--- src/rtl/uart_key_frame_rx.sv ---
`default_nettype none
// ============================================================================
// Module      : uart_key_frame_rx
// Description : Reassembles HEADER / payload / XOR-checksum frames from a UART
//               byte stream into a key_down vector, with gap timeout and a
//               saturating error counter.
// Revision    : 1.0 - initial release
// ============================================================================
module uart_key_frame_rx #(
    parameter logic [7:0]  HEADER  = 8'hA5,
    parameter int          NBYTES  = 5,
    parameter logic [23:0] TIMEOUT = 24'd1000000
) (
    input  logic                  clk,
    input  logic                  rst,
    input  logic                  byte_valid,
    input  logic [7:0]            byte_data,
    output logic [8*NBYTES-1:0]   key_data,
    output logic                  frame_valid,
    output logic [7:0]            err_cnt,
    output logic [3:0]            sta
);

    localparam int          c_CW       = (NBYTES > 1) ? $clog2(NBYTES) : 1;
    localparam logic [c_CW-1:0] c_CNT_LAST = c_CW'(NBYTES - 1);
    localparam logic [23:0] c_GAP_LAST = TIMEOUT - 24'd1;

    typedef enum logic [1:0] {
        ST_IDLE = 2'd0,
        ST_DATA = 2'd1,
        ST_CHK  = 2'd2
    } state_t;

    state_t                r_state;
    state_t                w_state_nxt;
    logic [8*NBYTES-1:0]   r_shadow;
    logic [8*NBYTES-1:0]   r_key;
    logic [c_CW-1:0]       r_cnt;
    logic [7:0]            r_chk;
    logic [23:0]           r_gap;
    logic [7:0]            r_err;
    logic                  r_frame_valid;
    logic                  w_accept;
    logic                  w_bad;
    logic                  w_timeout;
    logic                  w_gap_hit;
    logic                  w_hdr_start;

    always_ff @(posedge clk) begin
        if (rst) begin
            r_state <= ST_IDLE;
        end else begin
            r_state <= w_state_nxt;
        end
    end

    // A strobe in the same cycle as the gap limit always takes priority.
    always_comb begin
        w_state_nxt = r_state;
        w_accept    = 1'b0;
        w_bad       = 1'b0;
        w_timeout   = 1'b0;
        w_hdr_start = 1'b0;
        w_gap_hit   = (r_gap == c_GAP_LAST);
        case (r_state)
            ST_IDLE: begin
                if (byte_valid && (byte_data == HEADER)) begin
                    w_hdr_start = 1'b1;
                    w_state_nxt = ST_DATA;
                end
            end
            ST_DATA: begin
                if (byte_valid) begin
                    if (r_cnt == c_CNT_LAST) begin
                        w_state_nxt = ST_CHK;
                    end
                end else if (w_gap_hit) begin
                    w_timeout   = 1'b1;
                    w_state_nxt = ST_IDLE;
                end
            end
            ST_CHK: begin
                if (byte_valid) begin
                    if (byte_data == r_chk) begin
                        w_accept = 1'b1;
                    end else begin
                        w_bad = 1'b1;
                    end
                    w_state_nxt = ST_IDLE;
                end else if (w_gap_hit) begin
                    w_timeout   = 1'b1;
                    w_state_nxt = ST_IDLE;
                end
            end
            default: begin
                w_state_nxt = ST_IDLE;
            end
        endcase
    end

    always_ff @(posedge clk) begin
        if (rst) begin
            r_shadow      <= '0;
            r_key         <= '0;
            r_cnt         <= '0;
            r_chk         <= '0;
            r_gap         <= '0;
            r_err         <= '0;
            r_frame_valid <= 1'b0;
        end else begin
            r_frame_valid <= w_accept;
            if (w_accept) begin
                r_key <= r_shadow;
            end
            if ((w_bad || w_timeout) && (r_err != 8'hFF)) begin
                r_err <= r_err + 8'd1;
            end

            if ((r_state == ST_IDLE) || byte_valid) begin
                r_gap <= '0;
            end else begin
                r_gap <= r_gap + 24'd1;
            end

            if (w_hdr_start || w_timeout) begin
                r_shadow <= '0;
                r_cnt    <= '0;
                r_chk    <= '0;
            end else if ((r_state == ST_DATA) && byte_valid) begin
                for (int i = 0; i < NBYTES; i++) begin
                    if (r_cnt == c_CW'(i)) begin
                        r_shadow[8*i +: 8] <= byte_data;
                    end
                end
                r_chk <= r_chk ^ byte_data;
                r_cnt <= r_cnt + c_CW'(1);
            end
        end
    end

    assign key_data    = r_key;
    assign frame_valid = r_frame_valid;
    assign err_cnt     = r_err;
    assign sta         = {2'b00, r_state};

endmodule
`default_nettype wire

--- config.mk ---
export PLATFORM = sky130hd
export DESIGN_NAME = uart_key_frame_rx
export DESIGN_NICKNAME = d
export VERILOG_FILES = /design/src/rtl/uart_key_frame_rx.sv
export SDC_FILE = /design/constraint.sdc
export NUM_CORES = 1
export LEC_CHECK = 0
export CAP_MARGIN = 20
export CORE_ASPECT_RATIO = 1.75
export CORE_MARGIN = 4
export CORE_UTILIZATION = 45
export CTS_CLUSTER_DIAMETER = 120
export DETAILED_ROUTE_END_ITERATION = 16
export PLACE_DENSITY = 0.67
export SYNTH_ARGS = -nofsm -noshare
export SYNTH_HDL_FRONTEND = slang
export SYNTH_SLANG_ARGS = --single-unit
--- constraint.sdc ---
create_clock -name clk -period 2.4 [get_ports clk]
set_input_delay 0.48 -clock clk [delete_from_list [all_inputs] [get_ports clk]]
set_output_delay 0.48 -clock clk [all_outputs]
set_load 0.005 [all_outputs]
==> run summary, run 1 <==
The tools report the worst hold path startpoint as rst. The total overflow left after global routing is 0. The post-route antenna net violation count came out at 0.

The proportion of register bits with asynchronous set or reset after synthesis was 0; the cell depth of the worst hold path was 2. CTS saw 126 sinks. The sum of routed wire length over all layers came out at 12200 um. For the worst setup path, the data required time is 2.69 ns. The logs give 0.649 for the relative max-transition margin and 64 for the boundary pin count. The areal power density over the cells came out at 745 nW/um^2. The tools report the global routing met3 resource utilization as 0.0482.

The final number of max-transition violations was 0; the worst slack at placement was -0.218 ns. Measured along the y axis, the die boundary spans 151 um. The quantity of hold-fixing buffers added after cts came out at 0. The final number of setup-violating endpoints is 0, and the largest net degree at the start of global routing is 52. In the layout the commonest cells are sky130_fd_sc_hd__dfxtp_1, sky130_fd_sc_hd__nand2_1, sky130_fd_sc_hd__nor2_1.

For the finished layout, the period the worst path requires is 2.20 ns. The worst reg-to-reg path cell count came out at 5. The number of gates given a new drive strength after cts is 0, and the maximum achievable frequency is 454 MHz. Synthesis produced 599 cells.

The congestion estimate from routability-driven global placement came to 0.815. The cell family contributing the most delay on the critical path is buffers and inverters. The analysis attributes to cell leakage a power of 0.00227 uW. In this run the mean area of a mapped cell was 8.75 um^2. Floorplan core area: 11300 um^2. TritonCTS built the clock tree.

The count of buffers added on input and output ports is 61. The number of setup buffers added after CTS is 0. The signal on the critical path passes through clkdlybuf4s50_1 -> buf_4 -> xnor2_1 -> nand4_1 -> nor3_2 -> buf_12 -> mux2i_1 -> nor2_1. The via-per-instance ratio works out to 5.27. Area growth from synthesis to layout: 28.5%. Root buffer cell: sky130_fd_sc_hd__clkbuf_16.

The share of the synthesized area in the top cell type came out at 0.481. The worst setup path is of the input pin to register kind. Met1 track demand over resource in global routing: 0.193. The run gives 2 as the buffer levels on the longest clock path.

IR analysis of the VDD net gives a maximum drop of 0.000519 V. Once routing completed, OpenROAD measured the worst setup slack at 0.195 ns. Measured along the x axis, the die boundary spans 89.6 um. The flow ran to the end, and the final reports show no timing, DRC or antenna violations.

The endpoint identified for the worst register-to-register timing path is err_cnt[7]$_SDFFE_PP0P_. The TritonCTS buffer count came out at 17. First-pass GRT wire length: 20500 um.

The ratio of final minimum period to clock period came out at 0.919. In this run the cell area of the synthesized design comes to 5240 um^2. The slowest stage of the critical path is the sky130_fd_sc_hd__clkdlybuf4s50_1 cell.

The average wire per standard cell works out to 14.9 um. Setup repair after global routing left no endpoint under its margin. In this run the critical register-to-register path is launched from r_gap[10]$_SDFF_PP0_.

In this design, the stage delay of the slowest critical-path cell is 0.47 ns. The count of flip-flops with a built-in enable after synthesis was 0; the full die area was 13500 um^2. Of all cell types, the one taking the most synthesized area is sky130_fd_sc_hd__dfxtp_1. The final count of hold timing violations is 0. For the maximum level of the CTS H-tree, the log shows 4.

In this run, distinct cell masters in the synthesized netlist total 42. The overall routing resource usage was 0.195. The most used flip-flop cell after synthesis is sky130_fd_sc_hd__dfxtp_1. Along the worst path, the maximum fanout reaches 39.

Yosys attributes the largest share of cell area to sky130_fd_sc_hd__dfxtp_1, sky130_fd_sc_hd__mux2i_1, sky130_fd_sc_hd__nand2_1. Number of antenna repair diodes: 0. The tools report the max-capacitance violation count as 0. The worst min-delay path class is input pin to register. The register-to-register setup slack was 0.24 ns; the count of vias placed by the detailed router was 4307. For this run, design rule violations remaining after detail routing come to 0.

The wire-length estimate of the detail-placed layout is 8810 um. The layer flagged by global routing as most heavily used is met2. The number of antenna violations at the first check in global routing was 0. After floorplanning, the core was divided into 51 placement rows.

The first detailed-routing pass ran for 4 iterations. After clock tree synthesis, the clock-pin slew on the worst setup and hold paths is 0.06 ns. The total of fill cells in the finished design is 965, and the effective utilization at floorplan is 0.464. The logs give 0.42 ns for the insertion delay to the later sink of the worst-skew pair and 2.49 ns for the arrival time of data at the critical path endpoint. The fraction of met2 tracks used by global routing came out at 0.355. The path with the worst hold slack has its endpoint at err_cnt[0]$_SDFFE_PP0P_. The sequential area share after synthesis was 0.481; the slew of the pin with the lowest slew margin was 0.524 ns.

The final layout contains 695 nets. Yosys printed 0 warnings. The category of the worst setup path capture point was a register.

The tools report the startpoint class of the critical path as an input pin. In this run, synthesis produced a sequential element count of 126. The sequential cells in the finished layout cover a total of 2520 um^2. The via count of the first global-routing pass was 4420; the number of buffers and inverters on the critical path was 3. The tools report the multi-input combinational cell area as 2520 um^2.

The fraction of final layout cells sized beyond drive strength 1 was 0.105. The detailed router finished its first iteration with 212 violations. Leaving out fill and tap cells, the most frequent cell in the layout is sky130_fd_sc_hd__dfxtp_1. In the final timing run, aggregate negative setup slack is 0 ns. Setup skew after layout: 0.0171 ns.
[flip-flops by register name, summed over array words and instances, names as in the netlist]
register     flops
key_data        40
r_shadow        40
r_gap           24
err_cnt          8
r_chk            8
r_cnt            3
r_state          2
frame_valid      1
[synthesized netlist by cell type (2+ instances only)]
library cell / count
sky130_fd_sc_hd__nand2_1: 100
sky130_fd_sc_hd__or3_1: 7
sky130_fd_sc_hd__xnor2_1: 19
sky130_fd_sc_hd__xor2_1: 14
sky130_fd_sc_hd__nand3_1: 23
sky130_fd_sc_hd__mux2_2: 5
sky130_fd_sc_hd__nor2_1: 82
sky130_fd_sc_hd__ha_1: 11
sky130_fd_sc_hd__and3_1: 5
sky130_fd_sc_hd__and4_1: 5
sky130_fd_sc_hd__buf_1: 4
sky130_fd_sc_hd__a211oi_1: 2
sky130_fd_sc_hd__buf_2: 13
sky130_fd_sc_hd__dfxtp_1: 126
sky130_fd_sc_hd__mux2i_1: 41
sky130_fd_sc_hd__clkbuf_1: 15
sky130_fd_sc_hd__a2111oi_2: 2
sky130_fd_sc_hd__o21bai_1: 2
sky130_fd_sc_hd__nor4_1: 5
sky130_fd_sc_hd__nor2b_1: 8
sky130_fd_sc_hd__nand4_1: 9
sky130_fd_sc_hd__nor3_1: 7
sky130_fd_sc_hd__buf_4: 2
sky130_fd_sc_hd__a21oi_1: 53
sky130_fd_sc_hd__o21ai_0: 7
sky130_fd_sc_hd__inv_1: 13
sky130_fd_sc_hd__a21boi_0: 2
sky130_fd_sc_hd__nand4bb_1: 2
sky130_fd_sc_hd__or4_1: 2
[layout make-up]
cell class | instances | area share
Sequential cell | 126 | 0.375
Multi-Input combinational cell | 426 | 0.375
Timing Repair Buffer | 89 | 0.127
Clock buffer | 17 | 0.0632
Clock inverter | 15 | 0.0294
Tap cell | 132 | 0.0245
Inverter | 13 | 0.00725
[worst max-delay path by stage]
stage | startpoint | endpoint | slack (ns) | cells past startpoint
4_1_cts | byte_data[4] | key_data[30]$_SDFFE_PP0P_ | 0.19 | 8
3_3_place_gp | byte_data[7] | r_state[1]$_SDFFE_PP0P_ | -0.22 | 7
2_1_floorplan | byte_data[4] | r_state[1]$_SDFFE_PP0P_ | 0.33 | 6
5_1_grt | byte_data[4] | key_data[17]$_SDFFE_PP0P_ | 0.05 | 8
6_report | byte_data[4] | key_data[30]$_SDFFE_PP0P_ | 0.20 | 8
3_5_place_dp | byte_data[4] | key_data[0]$_SDFFE_PP0P_ | -0.22 | 8
[per-stage QoR]
step | area, um^2 | util | hold slack [ns] | cells | power, uW
after detailed placement | 6110 | 0.541 | 0.448 | 786 | 2380
final | 6740 | 0.596 | 0.448 | 818 | 5010
after global placement | 6110 | 0.541 | 0.443 | 786 | 2370
after global routing | 6740 | 0.596 | 0.470 | 818 | 5180
after floorplan | 5250 | - | 0.426 | 600 | 2290
after CTS | 6740 | 0.596 | 0.422 | 818 | 5060
[worst register-to-register path: stages, from the launching register on]
cell                        delay, ns
sky130_fd_sc_hd__dfxtp_1         0.35
sky130_fd_sc_hd__or4_4           0.55
sky130_fd_sc_hd__nor3_4          0.24
sky130_fd_sc_hd__nand4_4         0.16
sky130_fd_sc_hd__a2111oi_2       0.38
sky130_fd_sc_hd__mux2_2          0.39
[layer usage]
metal | up-vias | routed length [um]
met1 | 2042 | 4530
met3 | 27 | 338
met5 | - | 0
met4 | 0 | 383
met2 | 81 | 6970
li1 | 2157 | -
[logic make-up (layout without fill, tap and decap cells)]
| family | Yosys count | count (layout) | synth area share |
|---|---|---|---|
| flip-flops | 126 | 126 | 0.481 |
| adder cells (fa/ha/maj) | 11 | 11 | 0.0263 |
| buffers and inverters | 48 | 134 | 0.0391 |
| multiplexers | 47 | 47 | 0.0912 |
| AND/OR/NAND/NOR | 260 | 260 | 0.227 |
| other | 1 | 2 | 0.000715 |
| AO/OA/AOI/OAI | 73 | 73 | 0.0793 |
| XOR/XNOR | 33 | 33 | 0.0551 |
[power breakdown]
group          leakage (uW)  internal, uW  total (uW)  switching, uW
Combinational      0.000952          86.9         212            125
Clock              0.000300          1670        2680           1010
Sequential          0.00101          2110        2120           15.1
Power figures use the tool's default switching activity.
==> inputs of run 2 (changes only) <==
DONT_BUFFER_PORTS = 1   (was unset)
PLACE_DENSITY = 0.66   (was 0.67)
==> run summary, run 2 (synthesis results as in run 1) <==
The tools report the capture instance of the worst register-to-register path as r_gap[20]$_SDFF_PP0_ (was err_cnt[7]$_SDFFE_PP0P_). The worst hold path startpoint is rst (unchanged). The via-per-instance ratio was 5.30 (was 5.27). The number of antenna repair diodes is 0 (unchanged), and the post-route antenna net violation count is 0 (unchanged).

The run gives 2.50 ns (was 2.49 ns) as the arrival time of data at the critical path endpoint. Quantity of hold-fixing buffers added after cts: 0 (unchanged). The cell depth of the worst hold path was 1 (was 2). The post-place instance area is 5320 um^2 (was 6110 um^2).

The areal power density over the cells came out at 820 nW/um^2 (was 745 nW/um^2). The worst min-delay path class is input pin to register (unchanged). Peak supply drop: 0.000500 V (was 0.000519 V). The flow ran to the end, and the final reports show no timing, DRC or antenna violations. For the part of the total power dissipated in combinational logic, the log shows 0.025 (was 0.042). For the setup skew after layout, the log shows 0.0103 ns (was 0.0171 ns).

Kind of cell adding the most delay to the critical path: simple AND/OR/NAND/NOR gates (was buffers and inverters). The ratio of final minimum period to clock period was 0.920 (was 0.919). For the net total in the final layout, the log shows 611 (was 695). For the total DRC errors in the routed layout, the log shows 0 (unchanged).

For the overall power consumption, the log shows 4870 uW (was 5010 uW). TritonCTS built the clock tree. The worst reg-to-reg path cell count is 6 (was 5). The combined flip-flop and latch cell area was 2520 um^2 (unchanged); the maximum achievable frequency was 453 MHz (was 454 MHz). The standard-cell row count was 51 (unchanged). The run gives 0.194 ns (was -0.218 ns) as the worst slack at placement. The number of antenna violations at the first check in global routing is 0 (unchanged).

For the full die area, the log shows 13500 um^2 (unchanged). The tools report the max-capacitance violation count as 0 (unchanged). The number of buffers and inverters on the critical path works out to 0 (was 3).

The commonest non-fill, non-tap cell in the layout was sky130_fd_sc_hd__dfxtp_1 (unchanged). The smallest setup slack after layout was 0.192 ns (was 0.195 ns); the final number of setup-violating endpoints was 0 (unchanged). The largest net degree at the start of global routing came out at 58 (was 52).

The cell area after layout is 5940 um^2 (was 6740 um^2). The run gives 0.539 (was 0.535) as the proportion of power drawn by the clock network. The fraction of final layout cells sized beyond drive strength 1 is 0.0797 (was 0.105), and the post-route minimum period is 2.21 ns (was 2.20 ns).

The die width came out at 89.6 um (unchanged). The first-pass GRT wire length was 18400 um (was 20500 um). Crit path cell chain: ha_1 -> nand4_1 -> or4_1 -> nor4_1 -> xnor2_1 -> nor2_1 (was clkdlybuf4s50_1 -> buf_4 -> xnor2_1 -> nand4_1 -> nor3_2 -> buf_12 -> mux2i_1 -> nor2_1). The tools report the final number of max-transition violations as 0 (unchanged). Final count of hold timing violations: 0 (unchanged). The relative max-transition margin is 0.551 (was 0.649), and the via count of the first global-routing pass is 3808 (was 4420). Slew of the pin with the lowest slew margin: 0.673 ns (was 0.524 ns).

For the total of fill cells in the finished design, the log shows 1022 (was 965). For the violation count after the first detailed-routing iteration, the log shows 160 (was 212). The floorplan core area was 11300 um^2 (unchanged); the number of buffers added for setup after CTS was 0 (unchanged). The tools report the buffer levels on the longest clock path as 2 (unchanged).

The root buffer cell was sky130_fd_sc_hd__clkbuf_16 (unchanged). The average wire per standard cell came out at 15.5 um (was 14.9 um). The total grt overflow was 0 (unchanged); the effective utilization at floorplan was 0.464 (unchanged). The tools report the endpoint of the worst hold-timing path as err_cnt[0]$_SDFFE_PP0P_ (unchanged).

The quantity of I/O buffers inserted on ports is 0 (was 61). The category of the worst setup path capture point is a register (unchanged). Multi-input combinational cell area: 2520 um^2 (unchanged). For the final estimated routing congestion in global placement, the log shows 0.728 (was 0.815). The tools report the startpoint of the lowest-slack register-to-register path as r_gap[0]$_SDFF_PP0_ (was r_gap[10]$_SDFF_PP0_). For the boundary pin count, the log shows 64 (unchanged). The count of vias placed by the detailed router was 3893 (was 4307); the core utilization of the finished layout was 0.526 (was 0.596).

The startpoint class of the critical path is a register (was an input pin). The logs give 0.00194 uW (was 0.00227 uW) for the leakage power total and 1030 uW (was 1150 uW) for the switching component of the power. The half-perimeter wire length after detailed placement is 7970 um (was 8810 um), and the area growth from synthesis to layout is 13.3% (was 28.5%). The switching power as a share of total power is 0.211 (was 0.230), and the largest driver fanout on the critical path is 8 (was 39).

The required arrival time at the worst endpoint is 2.69 ns (about the same). The startpoint-to-endpoint class of the critical path was register to register (was input pin to register). The run gives 0 ns (unchanged) as the sum of negative setup slack.

The overall routing resource usage came out at 0.177 (was 0.195). Setup repair after global routing left no endpoint under its margin. The count of TritonRoute iterations in the first routing pass was 4 (unchanged). The register-to-register setup slack came out at 0.19 ns (was 0.24 ns). The logs give 3840 uW (was 3860 uW) for the internal power and 0.436 (was 0.423) for the register share of total power. The largest stage delay on the critical path was 0.71 ns (was 0.47 ns). The TritonCTS buffer count was 17 (unchanged); the number of gates given a new drive strength after cts was 0 (unchanged). The tools report the maximum level of the CTS H-tree as 4 (unchanged).

The tools report the insertion delay to the later sink of the worst-skew pair as 0.41 ns (was 0.42 ns). For the sink count of the clock tree, the log shows 126 (unchanged). Master of the slowest instance on the critical path: sky130_fd_sc_hd__or4_1 (was sky130_fd_sc_hd__clkdlybuf4s50_1). The clock transition time at the flip-flop clock pins of the worst setup and hold paths came out at 0.06 ns (about the same). The die height was 151 um (unchanged).

For the sum of routed wire length over all layers, the log shows 11300 um (was 12200 um). Leading cell types in the layout, fill and taps excluded: sky130_fd_sc_hd__dfxtp_1, sky130_fd_sc_hd__nand2_1, sky130_fd_sc_hd__nor2_1 (unchanged).
run 2: worst reg2reg max path: cells and delay by family, from the launching register on:
kind / cells / cell delay (ns)
xor+xnor: 1 / 0.16
fa+ha+maj: 1 / 0.23
simple gates: 4 / 1.34
flops: 1 / 0.37
run 2: final cells by class:
class,count,area share
clock buffers,19,0.0763
clock inverters,13,0.0278
inverters,13,0.00822
multi-input cells,426,0.425
flip-flops and latches,126,0.425
well taps,132,0.0278
repair buffers,5,0.0105
run 2: how the worst max path moves through the flow:
stage,startpoint,endpoint,slack (ns),depth (start not counted)
2_1_floorplan,byte_data[4],r_state[1]$_SDFFE_PP0P_,0.33,6
3_3_place_gp,r_gap[0]$_SDFF_PP0_,r_gap[20]$_SDFF_PP0_,0.27,6
3_5_place_dp,r_gap[0]$_SDFF_PP0_,r_gap[20]$_SDFF_PP0_,0.19,6
4_1_cts,r_gap[0]$_SDFF_PP0_,r_gap[20]$_SDFF_PP0_,0.19,6
5_1_grt,r_gap[0]$_SDFF_PP0_,r_gap[20]$_SDFF_PP0_,0.04,6
6_report,r_gap[0]$_SDFF_PP0_,r_gap[20]$_SDFF_PP0_,0.19,6
run 2: through the flow:
| stage | instances | hold WS, ns |
|---|---|---|
| 2_1_floorplan | 600 | 0.426 |
| 3_3_place_gp | 702 | 0.438 |
| 3_5_place_dp | 702 | 0.449 |
| 4_1_cts | 734 | 0.124 |
| 5_1_grt | 734 | 0.120 |
| 6_report | 734 | 0.143 |
run 2: routing by layer:
layer / track usage / vias up / wire length (um)
met1: 0.178 / 1836 / 4340
met5: 0 / - / 0
met4: 0.0604 / 0 / 127
met2: 0.325 / 59 / 6420
met3: 0.0630 / 11 / 457
li1: - / 1987 / -
run 2: power groups by stage:
stage	clock (uW)	sequential [uW]	combinational [uW]
detailed placement	0	2170	120
global placement	0	2170	117
CTS	2670	2120	121
finish	2620	2120	122
global route	2770	2120	139
floorplan	0	2160	128
